File: config.mk
export PLATFORM = sky130hd
export DESIGN_NAME = vga_text_console
export DESIGN_NICKNAME = d
export VERILOG_FILES = /design/src/rtl/vga_pkg.sv /design/src/rtl/vga_cursor.sv /design/src/rtl/vga_text_console.sv
export SDC_FILE = /design/constraint.sdc
export NUM_CORES = 1
export LEC_CHECK = 0
export ABC_AREA = 1
export ABC_CLOCK_PERIOD_IN_PS = 7000
export CAP_MARGIN = 20
export CORE_MARGIN = 5
export CORE_UTILIZATION = 45
export DETAILED_ROUTE_END_ITERATION = 7
export MAX_ROUTING_LAYER = met4
export PLACE_DENSITY = 0.68
export SETUP_SLACK_MARGIN = 0.5
export SYNTH_ARGS = -nofsm -noshare
export SYNTH_HDL_FRONTEND = slang
export SYNTH_SLANG_ARGS = --single-unit
File: constraint.sdc
create_clock -name clk_i -period 7 [get_ports clk_i]
set_clock_uncertainty 0.2 [all_clocks]
set_input_delay 1.4 -clock clk_i [delete_from_list [all_inputs] [get_ports clk_i]]
set_output_delay 1.4 -clock clk_i [all_outputs]
set_load 0.02 [all_outputs]
File: src/rtl/vga_pkg.sv
// vga_pkg: shared geometry, control codes and state encoding for the
// character-buffer write sequencer (vga_text_console) and its cursor
// sub-block (vga_cursor).
package vga_pkg;

  // Screen geometry: 80x30 tiles, linear address row*COLS+col.
  localparam int COLS   = 80;
  localparam int ROWS   = 30;
  localparam int TILES  = COLS * ROWS;
  localparam int ADDR_W = $clog2(TILES);

  // Control codes recognised in the byte stream.
  localparam logic [7:0] CC_BS = 8'h08;  // backspace
  localparam logic [7:0] CC_LF = 8'h0A;  // line feed: new row, cleared
  localparam logic [7:0] CC_FF = 8'h0C;  // form feed: full clear, home
  localparam logic [7:0] CC_CR = 8'h0D;  // carriage return: column 0
  localparam logic [7:0] BLANK = 8'h20;  // fill code for clears and backspace

  // Sequencer states.
  //   ST_IDLE    : no sequence running, stream accepted
  //   ST_PEND    : one cycle; printable write on the port before a line clear
  //   ST_CLRLINE : COLS writes of BLANK starting at the row base
  //   ST_CLEAR   : TILES writes of BLANK starting at address 0
  typedef enum logic [1:0] {
    ST_IDLE    = 2'd0,
    ST_PEND    = 2'd1,
    ST_CLRLINE = 2'd2,
    ST_CLEAR   = 2'd3
  } state_t;

  function automatic logic is_printable(input logic [7:0] c);
    return (c >= 8'h20) && (c <= 8'h7E);
  endfunction

endpackage

File: src/rtl/vga_cursor.sv
// vga_cursor: hardware cursor for the text console.
// Holds column, row and the linear base address of the current row, so the
// tile address is base + col and no multiplier is needed.
// Ports:
//   clk, rst_n      : clock, asynchronous active-low reset
//   home            : cursor to (0,0), base 0 (highest priority)
//   line            : column 0, advance row (wrapping), base += COLS
//   cr              : column 0
//   bs              : column - 1 (ignored at column 0)
//   inc             : column + 1
//   col, row        : current cursor position
//   addr            : linear tile address of the cursor
//   row_base        : linear address of column 0 on the current row
//   next_base       : row base after a line advance (wraps to 0)
//   col_last        : cursor sits in the last column (column wrap pending)
//   col_zero        : cursor sits in column 0
module vga_cursor
  import vga_pkg::*;
(
  input  logic              clk,
  input  logic              rst_n,
  input  logic              home,
  input  logic              line,
  input  logic              cr,
  input  logic              bs,
  input  logic              inc,
  output logic [6:0]        col,
  output logic [4:0]        row,
  output logic [ADDR_W-1:0] addr,
  output logic [ADDR_W-1:0] row_base,
  output logic [ADDR_W-1:0] next_base,
  output logic              col_last,
  output logic              col_zero
);

  localparam logic [6:0]        COL_MAX  = 7'(COLS - 1);
  localparam logic [4:0]        ROW_MAX  = 5'(ROWS - 1);
  localparam logic [ADDR_W-1:0] BASE_MAX = ADDR_W'(TILES - COLS);
  localparam logic [ADDR_W-1:0] COLS_A   = ADDR_W'(COLS);

  logic row_last;

  assign col_last  = (col == COL_MAX);
  assign col_zero  = (col == 7'd0);
  assign row_last  = (row == ROW_MAX);
  assign next_base = (row_base == BASE_MAX) ? '0 : row_base + COLS_A;
  assign addr      = row_base + ADDR_W'(col);

  always_ff @(posedge clk or negedge rst_n) begin
    if (!rst_n) begin
      col      <= '0;
      row      <= '0;
      row_base <= '0;
    end else if (home) begin
      col      <= '0;
      row      <= '0;
      row_base <= '0;
    end else if (line) begin
      col      <= '0;
      row      <= row_last ? '0 : row + 5'd1;
      row_base <= next_base;
    end else if (cr) begin
      col <= '0;
    end else if (bs) begin
      if (!col_zero) col <= col - 7'd1;
    end else if (inc) begin
      col <= col + 7'd1;
    end
  end

endmodule

File: src/rtl/vga_text_console.sv
// vga_text_console: terminal-style write sequencer in front of the
// character-buffer write port. Software pushes bytes; the console keeps a
// cursor, turns printable codes and control codes into single-cycle buffer
// write strobes, and runs the multi-cycle line and screen clears itself.
//
// Handshake: a byte on char_i is taken at a rising edge where char_valid_i
// and char_ready_o are both high. char_ready_o is combinational
// ((state==IDLE) & ~clear_req_i); the source must hold char_i/char_valid_i
// stable until that edge. Resulting writes and cursor moves show on the
// registered outputs from the following cycle.
//
// Ports:
//   clk_i, rstn_i   : clock, asynchronous active-low reset
//   char_i          : character/control code
//   char_valid_i    : char_i valid
//   char_ready_o    : console accepts char_i this cycle
//   clear_req_i     : single-cycle request: clear screen, home cursor
//   buf_wdata_o     : {zeros, code} while strobing, else 0
//   buf_wstrb_o     : byte-0 strobe while strobing, else 0
//   buf_waddr_o     : tile address of the write
//   buf_wready_o    : one-cycle write strobe
//   cursor_col_o    : cursor column
//   cursor_row_o    : cursor row
//   busy_o          : PEND, line clear or screen clear in progress
module vga_text_console
  import vga_pkg::*;
#(
  parameter int DATA_W         = 32,
  parameter bit CLEAR_ON_RESET = 1'b1
) (
  input  logic                clk_i,
  input  logic                rstn_i,
  input  logic [7:0]          char_i,
  input  logic                char_valid_i,
  output logic                char_ready_o,
  input  logic                clear_req_i,
  output logic [DATA_W-1:0]   buf_wdata_o,
  output logic [DATA_W/8-1:0] buf_wstrb_o,
  output logic [ADDR_W-1:0]   buf_waddr_o,
  output logic                buf_wready_o,
  output logic [6:0]          cursor_col_o,
  output logic [4:0]          cursor_row_o,
  output logic                busy_o
);

  localparam logic [ADDR_W-1:0]   CNT_COLS  = ADDR_W'(COLS);
  localparam logic [ADDR_W-1:0]   CNT_TILES = ADDR_W'(TILES);
  localparam logic [ADDR_W-1:0]   ONE_A     = ADDR_W'(1);
  localparam logic [DATA_W/8-1:0] STRB_ON   = {{(DATA_W/8-1){1'b0}}, 1'b1};
  localparam logic [DATA_W-1:0]   BLANK_W   = {{(DATA_W-8){1'b0}}, BLANK};

  state_t            state;
  logic [ADDR_W-1:0] cnt;       // writes issued in the running clear
  logic              accept;
  logic              printable;

  logic              cmd_home, cmd_line, cmd_cr, cmd_bs, cmd_inc;
  logic [ADDR_W-1:0] cur_addr, row_base, next_base;
  logic              col_last, col_zero;

  assign char_ready_o = (state == ST_IDLE) & ~clear_req_i;
  assign accept       = char_valid_i & char_ready_o;
  assign printable    = is_printable(char_i);

  // Cursor commands move in the same edge as the accepting handshake, so the
  // registered cursor outputs and the write strobe appear together.
  always_comb begin
    cmd_home = (state == ST_CLEAR) && (cnt == '0);
    cmd_inc  = accept && printable && !col_last;
    cmd_line = accept && ((printable && col_last) || (char_i == CC_LF));
    cmd_cr   = accept && (char_i == CC_CR);
    cmd_bs   = accept && (char_i == CC_BS) && !col_zero;
  end

  vga_cursor u_cursor (
    .clk       (clk_i),
    .rst_n     (rstn_i),
    .home      (cmd_home),
    .line      (cmd_line),
    .cr        (cmd_cr),
    .bs        (cmd_bs),
    .inc       (cmd_inc),
    .col       (cursor_col_o),
    .row       (cursor_row_o),
    .addr      (cur_addr),
    .row_base  (row_base),
    .next_base (next_base),
    .col_last  (col_last),
    .col_zero  (col_zero)
  );

  always_ff @(posedge clk_i or negedge rstn_i) begin
    if (!rstn_i) begin
      state        <= CLEAR_ON_RESET ? ST_CLEAR : ST_IDLE;
      cnt          <= '0;
      buf_wready_o <= 1'b0;
      buf_wstrb_o  <= '0;
      buf_wdata_o  <= '0;
      buf_waddr_o  <= '0;
      busy_o       <= 1'b0;
    end else begin
      // Strobe fields drop to zero unless a branch below issues a write.
      buf_wready_o <= 1'b0;
      buf_wstrb_o  <= '0;
      buf_wdata_o  <= '0;
      case (state)
        ST_IDLE: begin
          busy_o <= 1'b0;
          if (clear_req_i) begin
            state  <= ST_CLEAR;
            cnt    <= '0;
            busy_o <= 1'b1;
          end else if (accept) begin
            if (printable) begin
              buf_wready_o <= 1'b1;
              buf_wstrb_o  <= STRB_ON;
              buf_wdata_o  <= {{(DATA_W-8){1'b0}}, char_i};
              buf_waddr_o  <= cur_addr;
              if (col_last) begin
                state  <= ST_PEND;
                busy_o <= 1'b1;
              end
            end else if (char_i == CC_LF) begin
              // First blank of the new row goes out with the handshake.
              buf_wready_o <= 1'b1;
              buf_wstrb_o  <= STRB_ON;
              buf_wdata_o  <= BLANK_W;
              buf_waddr_o  <= next_base;
              cnt          <= ONE_A;
              state        <= ST_CLRLINE;
              busy_o       <= 1'b1;
            end else if (char_i == CC_BS) begin
              if (!col_zero) begin
                buf_wready_o <= 1'b1;
                buf_wstrb_o  <= STRB_ON;
                buf_wdata_o  <= BLANK_W;
                buf_waddr_o  <= cur_addr - ONE_A;
              end
            end else if (char_i == CC_FF) begin
              state  <= ST_CLEAR;
              cnt    <= '0;
              busy_o <= 1'b1;
            end
          end
        end

        ST_PEND: begin
          busy_o <= 1'b1;
          if (clear_req_i) begin
            state <= ST_CLEAR;
            cnt   <= '0;
          end else begin
            // Cursor already sits on the new row, so row_base is its start.
            buf_wready_o <= 1'b1;
            buf_wstrb_o  <= STRB_ON;
            buf_wdata_o  <= BLANK_W;
            buf_waddr_o  <= row_base;
            cnt          <= ONE_A;
            state        <= ST_CLRLINE;
          end
        end

        ST_CLRLINE: begin
          busy_o <= 1'b1;
          if (clear_req_i) begin
            state <= ST_CLEAR;
            cnt   <= '0;
          end else if (cnt == CNT_COLS) begin
            state  <= ST_IDLE;
            busy_o <= 1'b0;
          end else begin
            // Line writes are consecutive, so step from the last address.
            buf_wready_o <= 1'b1;
            buf_wstrb_o  <= STRB_ON;
            buf_wdata_o  <= BLANK_W;
            buf_waddr_o  <= buf_waddr_o + ONE_A;
            cnt          <= cnt + ONE_A;
          end
        end

        ST_CLEAR: begin
          busy_o <= 1'b1;
          if (cnt == CNT_TILES) begin
            state  <= ST_IDLE;
            busy_o <= 1'b0;
          end else begin
            buf_wready_o <= 1'b1;
            buf_wstrb_o  <= STRB_ON;
            buf_wdata_o  <= BLANK_W;
            buf_waddr_o  <= cnt;
            cnt          <= cnt + ONE_A;
          end
        end

        default: begin
          state  <= ST_IDLE;
          busy_o <= 1'b0;
        end
      endcase
    end
  end

endmodule

### Word level (Yosys, flattened, before mapping)

Cells that the tools add are included.

| storage, ports and cells | value |
|---|---|
| bits in registers | 88 |
| output and inout bits | 63 |
| bits of input ports | 12 |

| operators by class | value |
|---|---|
| bitwise operators | 3 |
| multiplexer cells | 88 |
| $lt $le $gt $ge | 2 |
| reduce and logical (&&, ||, !) cells | 21 |
| equal/unequal tests | 31 |
| $add $sub $neg | 8 |

Operator list:

| cell | number |
|---|---|
| $mux W12 | 22 |
| $pmux W32 S4 | 1 |
| $pmux W12 S4 | 2 |
| $mux W6 | 7 |
| $mux W7 | 6 |
| $eq A8 B4 Y1 const B | 4 |
| $mux W1 | 30 |
| $add A12 B1 Y12 const B | 2 |
| $eq A12 B12 Y1 const B | 2 |
| $mux W8 | 3 |
| $mux W2 | 10 |
| $pmux W4 S4 | 1 |
| $mux W5 | 3 |
| $add A12 B7 Y12 | 1 |
| $add A12 B7 Y12 const B | 1 |
| $eq A12 B7 Y1 const B | 1 |
| $logic_not A12 Y1 | 1 |
| $ne A2 B2 Y1 const B | 6 |
| $ne A3 B3 Y1 const B | 4 |
| $reduce_and A6 Y1 | 2 |
| $sub A12 B1 Y12 const B | 1 |
| $ne A5 B5 Y1 const B | 2 |
| $logic_and A1 B1 Y1 | 9 |
| $ge A8 B6 Y1 const B | 1 |
| other kinds (25) | 31 |

### Logic depth before layout (Yosys ltp)

Gate-level depths: netlist of run 1.

| logic depth | value |
|---|---|
| word-level depth | 10 |
| gate-level depth with buffers | 19 |

### Cells and area by module

From an unflattened synthesis of run 1, not the netlist that was laid out.

| second synthesis, totals | value |
|---|---|
| cells, all modules | 825 |
| area, all modules | 5452.7 um^2 |

Modules (own cells, without submodules):

| module | cells an instance | instances | area an instance (um^2) | sequential area each (um^2) |
|---|---|---|---|---|
| vga_text_console | 555 | 1 | 3483.3 | 903.4 |
| vga_cursor | 270 | 1 | 1969.4 | 600.6 |

### Worst setup path after synthesis of run 1

No wires, ideal clock.

| timing path | value |
|---|---|
| path type | input to register |
| from | input char_i[5] |
| to | register u_cursor.col[6] |
| setup slack | 3.363 ns |
| data required time | 6.676 ns |
| arrival | 3.312 ns |
| cell stages on the path | 14 |
| library setup time | 0.124 ns |
| path through | nor2_1 nand3_1 inv_2 nand3_1 nor2_1 nand2_1 nor2_1 ha_1 a21oi_1 o21ai_0 a21o_1 a21oi_1 xor2_1 a21oi_1 |

| on the way | value |
|---|---|
| cells in the longest elaborated chain, start to end | 7 |

RTL lines:

| element | RTL line | source |
|---|---|---|
| start, declared | vga_text_console.sv:33 | `input logic [7:0] char_i,` |
| $ge A8 B6 Y1, or another cell as far along | vga_pkg.sv:32 | `return (c >= 8'h20) && (c <= 8'h7E);` |
| $logic_and A1 B1 Y1 (on tied branches) | vga_pkg.sv:32, vga_text_console.sv:72 |  |
| $logic_and A1 B1 Y1 (on tied branches) | vga_text_console.sv:70, vga_text_console.sv:72 |  |
| $logic_or A1 B1 Y1 or $mux W7 (tied branches) | vga_text_console.sv:70, vga_cursor.sv:64 |  |
| $logic_and A1 B1 Y1 or $mux W7 (tied branches) | vga_text_console.sv:70, vga_cursor.sv:62 |  |
| $ne A5 B5 Y1 (no source line), or another cell as far along | - |  |
| $reduce_and A2 Y1 (no source line) or $mux W7 (tied branches) | - |  |
| end signal, assigned | vga_cursor.sv:65 | `if (!col_zero) col <= col - 7'd1;` |
| end signal, assigned | vga_cursor.sv:67 | `col <= col + 7'd1;` |
| end, declared | vga_cursor.sv:27 | `output logic [6:0] col,` |

Parallel ways exist; a longest one is shown, timed or not.
A chain may end at the register's enable or synchronous reset.

### Worst setup path after layout of run 1

| timing path | value |
|---|---|
| from | input clear_req_i |
| to | output char_ready_o |

| on the way | value |
|---|---|
| cells in the longest elaborated chain, start to end | 2 |

RTL lines:

| element | RTL line | source |
|---|---|---|
| start, declared | vga_text_console.sv:36 | `input logic clear_req_i,` |
| $not A1 Y1 | vga_text_console.sv:61 | `assign char_ready_o = (state == ST_IDLE) & ~clear_req_i;` |
| $and A1 B1 Y1 | vga_text_console.sv:61 |  |
| end, declared | vga_text_console.sv:35 | `output logic char_ready_o,` |

Every way passes these cells.

==> results of run 1 <==
-- layer usage --
| layer | track usage | up-vias | part of all wire |
|---|---|---|---|
| met5 | - | - | 0 |
| met4 | 0.0751 | 0 | 0.019 |
| met3 | 0.0442 | 29 | 0.052 |
| met2 | 0.359 | 159 | 0.48 |
| met1 | 0.279 | 2275 | 0.45 |
| li1 | - | 2361 | - |
-- cells by family after synthesis --
logic type | Yosys count | share of synthesized area
DFF | 60 | 0.303
and+or+nand+nor | 313 | 0.292
adders and majority gates | 22 | 0.0585
other | 1 | 0.000756
AOI/OAI and AO/OA | 133 | 0.172
buffers and inverters | 141 | 0.135
xor gates and xnor gates | 21 | 0.0386
-- metrics by stage --
step	instances	hold slack (ns)	power, uW	setup slack, ns
after floorplan	718	0.310	1580	3.36
after global placement	866	0.333	1890	2.42
after detailed placement	866	0.346	1920	2.39
after CTS	882	0.365	2230	2.38
after global routing	882	0.399	2430	2.32
final	882	0.365	2230	2.38
-- cells in the final DEF, fill, tap and decap left out, drive strengths merged, types with 14 or more instances in the layout --
cell,netlist,final
a21oi,29,29
clkbuf,5,14
clkdlybuf4s50,0,46
conb,1,28
dfrtp,58,58
ha,20,20
inv,101,101
nand2,158,158
nand3,50,50
nand4,14,14
nor2,60,60
o21ai,51,51
o22ai,16,16
xor2,15,15
-- layout make-up --
| cell class | count | area share |
|---|---|---|
| clock inverters | 2 | 0.00179 |
| inverters | 101 | 0.0685 |
| repair buffers | 48 | 0.0844 |
| clock buffers | 14 | 0.0308 |
| multi-input cells | 517 | 0.515 |
| flip-flops and latches | 60 | 0.268 |
| well taps | 140 | 0.0312 |
-- tightest hold or removal path, cell delays in order, from the launching register on --
cell	delay, ns
dfrtp_1	0.41
nand2_1	0.07
nand2_1	0.06
-- sequential cells by signal (all words and copies together) (netlist names) --
register and cells:
u_cursor.row_base 12, buf_wdata_o 8, cnt 12, state 2, u_cursor.col 7, busy_o 1
buf_wstrb_o 1, u_cursor.row 5, buf_waddr_o 12
-- power by group --
part | internal [uW] | switching (uW) | leakage, uW | total (uW)
registers | 441 | 127 | 0.000799 | 568
logic | 499 | 865 | 0.00176 | 1360
clock network | 157 | 145 | 0.0000965 | 302
total | 1100 | 1140 | 0.00266 | 2230
-- final timing paths --
path,from,endpoint,slack [ns],depth (start not counted)
hold / removal,buf_waddr_o[8],buf_waddr_o[8],0.36,2
min in group asynchronous,rstn_i,cnt[4],1.01,2
setup / recovery,clear_req_i,char_ready_o,2.38,3
setup reg to reg,state[0],u_cursor.col[6],3.55,12
hold reg to reg,buf_waddr_o[8],buf_waddr_o[8],0.36,2
max in group asynchronous,rstn_i,buf_wdata_o[7],5.04,2
-- cell usage after synthesis, types with 4 or more instances --
cell / instances / share of area
a211oi_1: 8 / 0.012
a21oi_1: 29 / 0.029
buf_4: 29 / 0.044
clkbuf_1: 5 / 0.0038
dfrtp_1: 58 / 0.29
ha_1: 20 / 0.050
inv_1: 77 / 0.058
inv_2: 22 / 0.017
nand2_1: 152 / 0.12
nand2_2: 5 / 0.0063
nand3_1: 49 / 0.049
nand4_1: 13 / 0.016
nor2_1: 52 / 0.039
nor2_2: 4 / 0.0050
nor3_1: 11 / 0.011
nor4_1: 11 / 0.014
o2111ai_1: 5 / 0.0088
o21ai_0: 24 / 0.024
o21ai_1: 24 / 0.024
o221ai_1: 7 / 0.012
o22ai_1: 14 / 0.018
xnor2_1: 6 / 0.011
xor2_1: 14 / 0.025
==> flow_summary.toml, run 1 <==
[outcome]
outcome = "complete, no violations"

[place]
hpwl_um = 10400
placed_area_um2 = 5420
place.gp.congestion = 0.955
port_buffers = 47

[layout]
drive_above_1_share = 0.0970
ff_latch_area_um2 = 1500
utilization = 0.517
n_antenna_cell = 0
num-nets-final = 771
syn2layout_area_growth_pct = 13.0
fin_area_um2 = 5610
multi_input_area_um2 = 2890
nFillCells = 1075

[worst_setup_path]
cp-end-kind = "output pin"
cp_common_cell = "clkdlybuf4s50_1"
critical-path-top-delay-family = "buffers and inverters"
critPathKind = "primary input to output pin"
worst-path-buf-inv = 2
cp_max_fo = 12
path_cells = "clkdlybuf4s50_1 -> nor2_4 -> clkdlybuf4s50_1"
crit_required_ns = 5.40
crit_arrival_ns = 3.02
slowest_stage = "clkdlybuf4s50_1"
cp-start-kind = "primary input"
slowest_delay_ns = 0.73

[grt]
grt_first_pass_wirelength_um = 23100
first_global_vias = 4820
antenna_found_initial = 0
grt_overflow = 0
grt_max_degree = 61
grtUsageTotal = 0.222

[clocking]
cts_tree = "done"
cts.sinks = 60
ctsRootBufferMaster = "clkbuf_8"
clkLatencyLatePin_ns = 0.36
htree_levels = 3
cts_setup_buffers = 0
clk_pin_slew_worst_paths_ns = 0.07
ctsResizeCount = 0
cts_hold_buf = 0
cts_buffers = 9
ctsLongestPathBuffers = 2

[yosys]
syn_area_um2 = 4960
syn_area_per_cell_um2 = 7.18
synth_ff_type = "dfrtp_1"
synth_seq_cells = 60
synthArstFlopShare = 1.00
synth_cells = 691
synth_enable_flop_cells = 0
synth_cell_type_count = 57
synth-seq-area-share = 0.303
yosysWarnings = 0

[floorplanning]
boundaryPins = 75
core_um2 = 10800
rows = 38
fp.dieH_um = 115
start_util = 0.458
dieArea_um2 = 13200
die_w_um = 115

[timing]
setup_viol = 0
period_needed_ns = 4.62
finalHoldViolations = 0
clock.fmax_mhz = 216
fin_setup_tns_ns = 0
min_period_over_period = 0.660
timing.slew.headroom = 0.459
worst_pin_slew_ns = 0.811
drv_slew = 0
rsz0062_at_grt = "no"

[drt]
drc_errors = 0
ant_nets = 0
vias = 4824
drt_iter0_drc = 339
drtPass1Iterations = 5
wl_per_cell_um = 15.4
drt-vias-per-instance = 5.47
wl_um = 13600

[power_and_ir_drop]
p_leak_uw = 0.00266
power.density_nw_per_um2 = 398
ir_drop_mv = 0.184

[job]
cap_violations = 0

[hold_path]
hold_class = "flip-flop to flip-flop"
Note: power is estimated with default switching activity, not from simulation.
==> run 2, diff against run 1 <==
--- a/config.mk
+++ b/config.mk
@@ -6,13 +6,13 @@
 export NUM_CORES = 1
 export LEC_CHECK = 0
 export ABC_AREA = 1
-export ABC_CLOCK_PERIOD_IN_PS = 7000
+export ABC_CLOCK_PERIOD_IN_PS = 3700
 export CAP_MARGIN = 20
 export CORE_MARGIN = 5
 export CORE_UTILIZATION = 45
 export DETAILED_ROUTE_END_ITERATION = 7
 export MAX_ROUTING_LAYER = met4
-export PLACE_DENSITY = 0.68
+export PLACE_DENSITY = 0.71
 export SETUP_SLACK_MARGIN = 0.5
 export SYNTH_ARGS = -nofsm -noshare
 export SYNTH_HDL_FRONTEND = slang
==> constraint.sdc (replaced) <==
create_clock -name clk_i -period 3.7 [get_ports clk_i]
set_clock_uncertainty 0.2 [all_clocks]
set_input_delay 0.74 -clock clk_i [delete_from_list [all_inputs] [get_ports clk_i]]
set_output_delay 0.74 -clock clk_i [all_outputs]
set_load 0.02 [all_outputs]
==> run 2 against run 1 <==
Net effect:
- non-clock buffer count increased by 5
- sequential cell count unchanged
- sequential power increased by 90%
- final area increased by 0.83%
- first-iteration DRC count decreased by 4.4%
- final cell count increased by 0.45%
- clock power increased by 73%
- critical endpoint is now u_cursor.col[5]
- highest routed layer unchanged
==> flow_summary.toml, run 2 (same netlist as run 1, synthesis figures left out) <==
[job]
cap_violations = 0

[hold_path]
hold_class = "flip-flop to flip-flop"

[clocking]
cts_tree = "done"
cts.sinks = 60
ctsRootBufferMaster = "clkbuf_8"
htree_levels = 3
clkLatencyLatePin_ns = 0.36
cts_buffers = 9
ctsLongestPathBuffers = 2
cts_hold_buf = 0
clk_pin_slew_worst_paths_ns = 0.07

[layout]
fin_area_um2 = 5650
utilization = 0.521
syn2layout_area_growth_pct = 14.0
final_cell_mix = "nand2_1, inv_1, dfrtp_1"
drive_above_1_share = 0.110
n_antenna_cell = 0
num-nets-final = 776
top_regs = "buf_waddr_o x12, cnt x12, u_cursor.row_base x12"
final_common_cell = "nand2_1"

[worst_setup_path]
critical-path-top-delay-family = "buffers and inverters"
crit_required_ns = 3.74
slowest_stage = "clkdlybuf4s50_1"
worst-path-buf-inv = 4
slowest_delay_ns = 0.43
r2r_slack_ns = 0.74
cp_common_cell = "nand2_1"
path_cells = "clkdlybuf4s50_1 -> inv_1 -> nand3_1 -> inv_2 -> nand3_1 -> nor2_1 -> nand2_1 -> nor2_1 -> buf_4 -> ha_4 -> a21oi_2 -> nand2_1 -> nand2_1 -> nand2_1 -> a21oi_1 -> xor2_1 -> a211oi_2"
critPathKind = "primary input to flip-flop"
crit_arrival_ns = 3.11
cp-end-kind = "flip-flop"
cp-start-kind = "primary input"
cp_max_fo = 7

[drt]
drt-vias-per-instance = 5.51
ant_nets = 0
drtPass1Iterations = 8
wl_per_cell_um = 15.5
vias = 4883
drc_errors = 0
wl_um = 13700
drt_iter0_drc = 324

[floorplanning]
fp.dieH_um = 115
die_w_um = 115
boundaryPins = 75
dieArea_um2 = 13200
core_um2 = 10800
rows = 38
start_util = 0.458

[outcome]
outcome = "complete, no violations"

[timing]
clock.fmax_mhz = 326
setup_viol = 0
drv_slew = 0
finalHoldViolations = 0
worst_pin_slew_ns = 0.807
min_period_over_period = 0.830
rsz0062_at_grt = "yes"
fin_setup_tns_ns = 0
period_needed_ns = 3.07
timing.slew.headroom = 0.462

[power_and_ir_drop]
p_leak_uw = 0.00267
power.density_nw_per_um2 = 744
ir_drop_mv = 0.364

[grt]
grt_max_degree = 61
antenna_found_initial = 0
first_global_vias = 4647
grt_overflow = 0
grtUsageTotal = 0.220
grt_first_pass_wirelength_um = 22700

[place]
hpwl_um = 10400
placed_area_um2 = 5450
port_buffers = 47
place.gp.congestion = 0.965
run 2: through the flow:
step	hold slack [ns]	total power, uW	std cells	setup slack (ns)
global route	0.383	4550	886	0.450
global placement	0.328	3570	870	0.247
CTS	0.353	4180	885	0.548
floorplan	0.244	2980	718	0.723
detailed placement	0.334	3640	870	0.0845
finish	0.352	4200	886	0.630
run 2: worst paths after layout:
check,cells past startpoint,from,to
max,17,char_i[4],u_cursor.col[5]
min,2,buf_waddr_o[1],buf_waddr_o[1]
max reg2reg,17,u_cursor.col[0],buf_waddr_o[10]
min reg2reg,2,buf_waddr_o[1],buf_waddr_o[1]
max in group asynchronous,2,rstn_i,u_cursor.col[0]
min in group asynchronous,2,rstn_i,cnt[0]
run 2: worst register-to-register path: cells and delay by family (launching register included):
family	cells	cell delay, ns
buf+inv	2	0.12
fa+ha+maj	3	0.93
simple gates	11	1.10
flops	1	0.46
compound gates	1	0.06
run 2: metal layers:
| metal | vias to the layer above | wire length (um) | GRT usage |
|---|---|---|---|
| li1 | 2370 | - | - |
| met1 | 2317 | 6140 | 0.278 |
| met2 | 170 | 6510 | 0.349 |
| met3 | 26 | 786 | 0.0395 |
| met4 | 0 | 304 | 0.0853 |
| met5 | - | 0 | - |
run 2: final cells by class:
cell class              instances  area (um2)
fillers                      1056        5190
repair buffers                 53         508
well taps                     140         175
inverters                     101         384
clock inverters                 3        15.0
flip-flops and latches         60        1510
clock buffers                  12         145
multi-input cells             517        2920
run 2: where the power goes:
group	internal [uW]	switching [uW]	leakage (uW)
logic	956	1640	0.00179
clock network	255	269	0.0000860
registers	836	248	0.000797
run 2: what timing repair did:
action / in CTS / in global routing
setup buffers: 0 / 1
endpoints found under the setup margin: 2 / 6
gates cloned: 0 / 0
resized for setup: 4 / 6
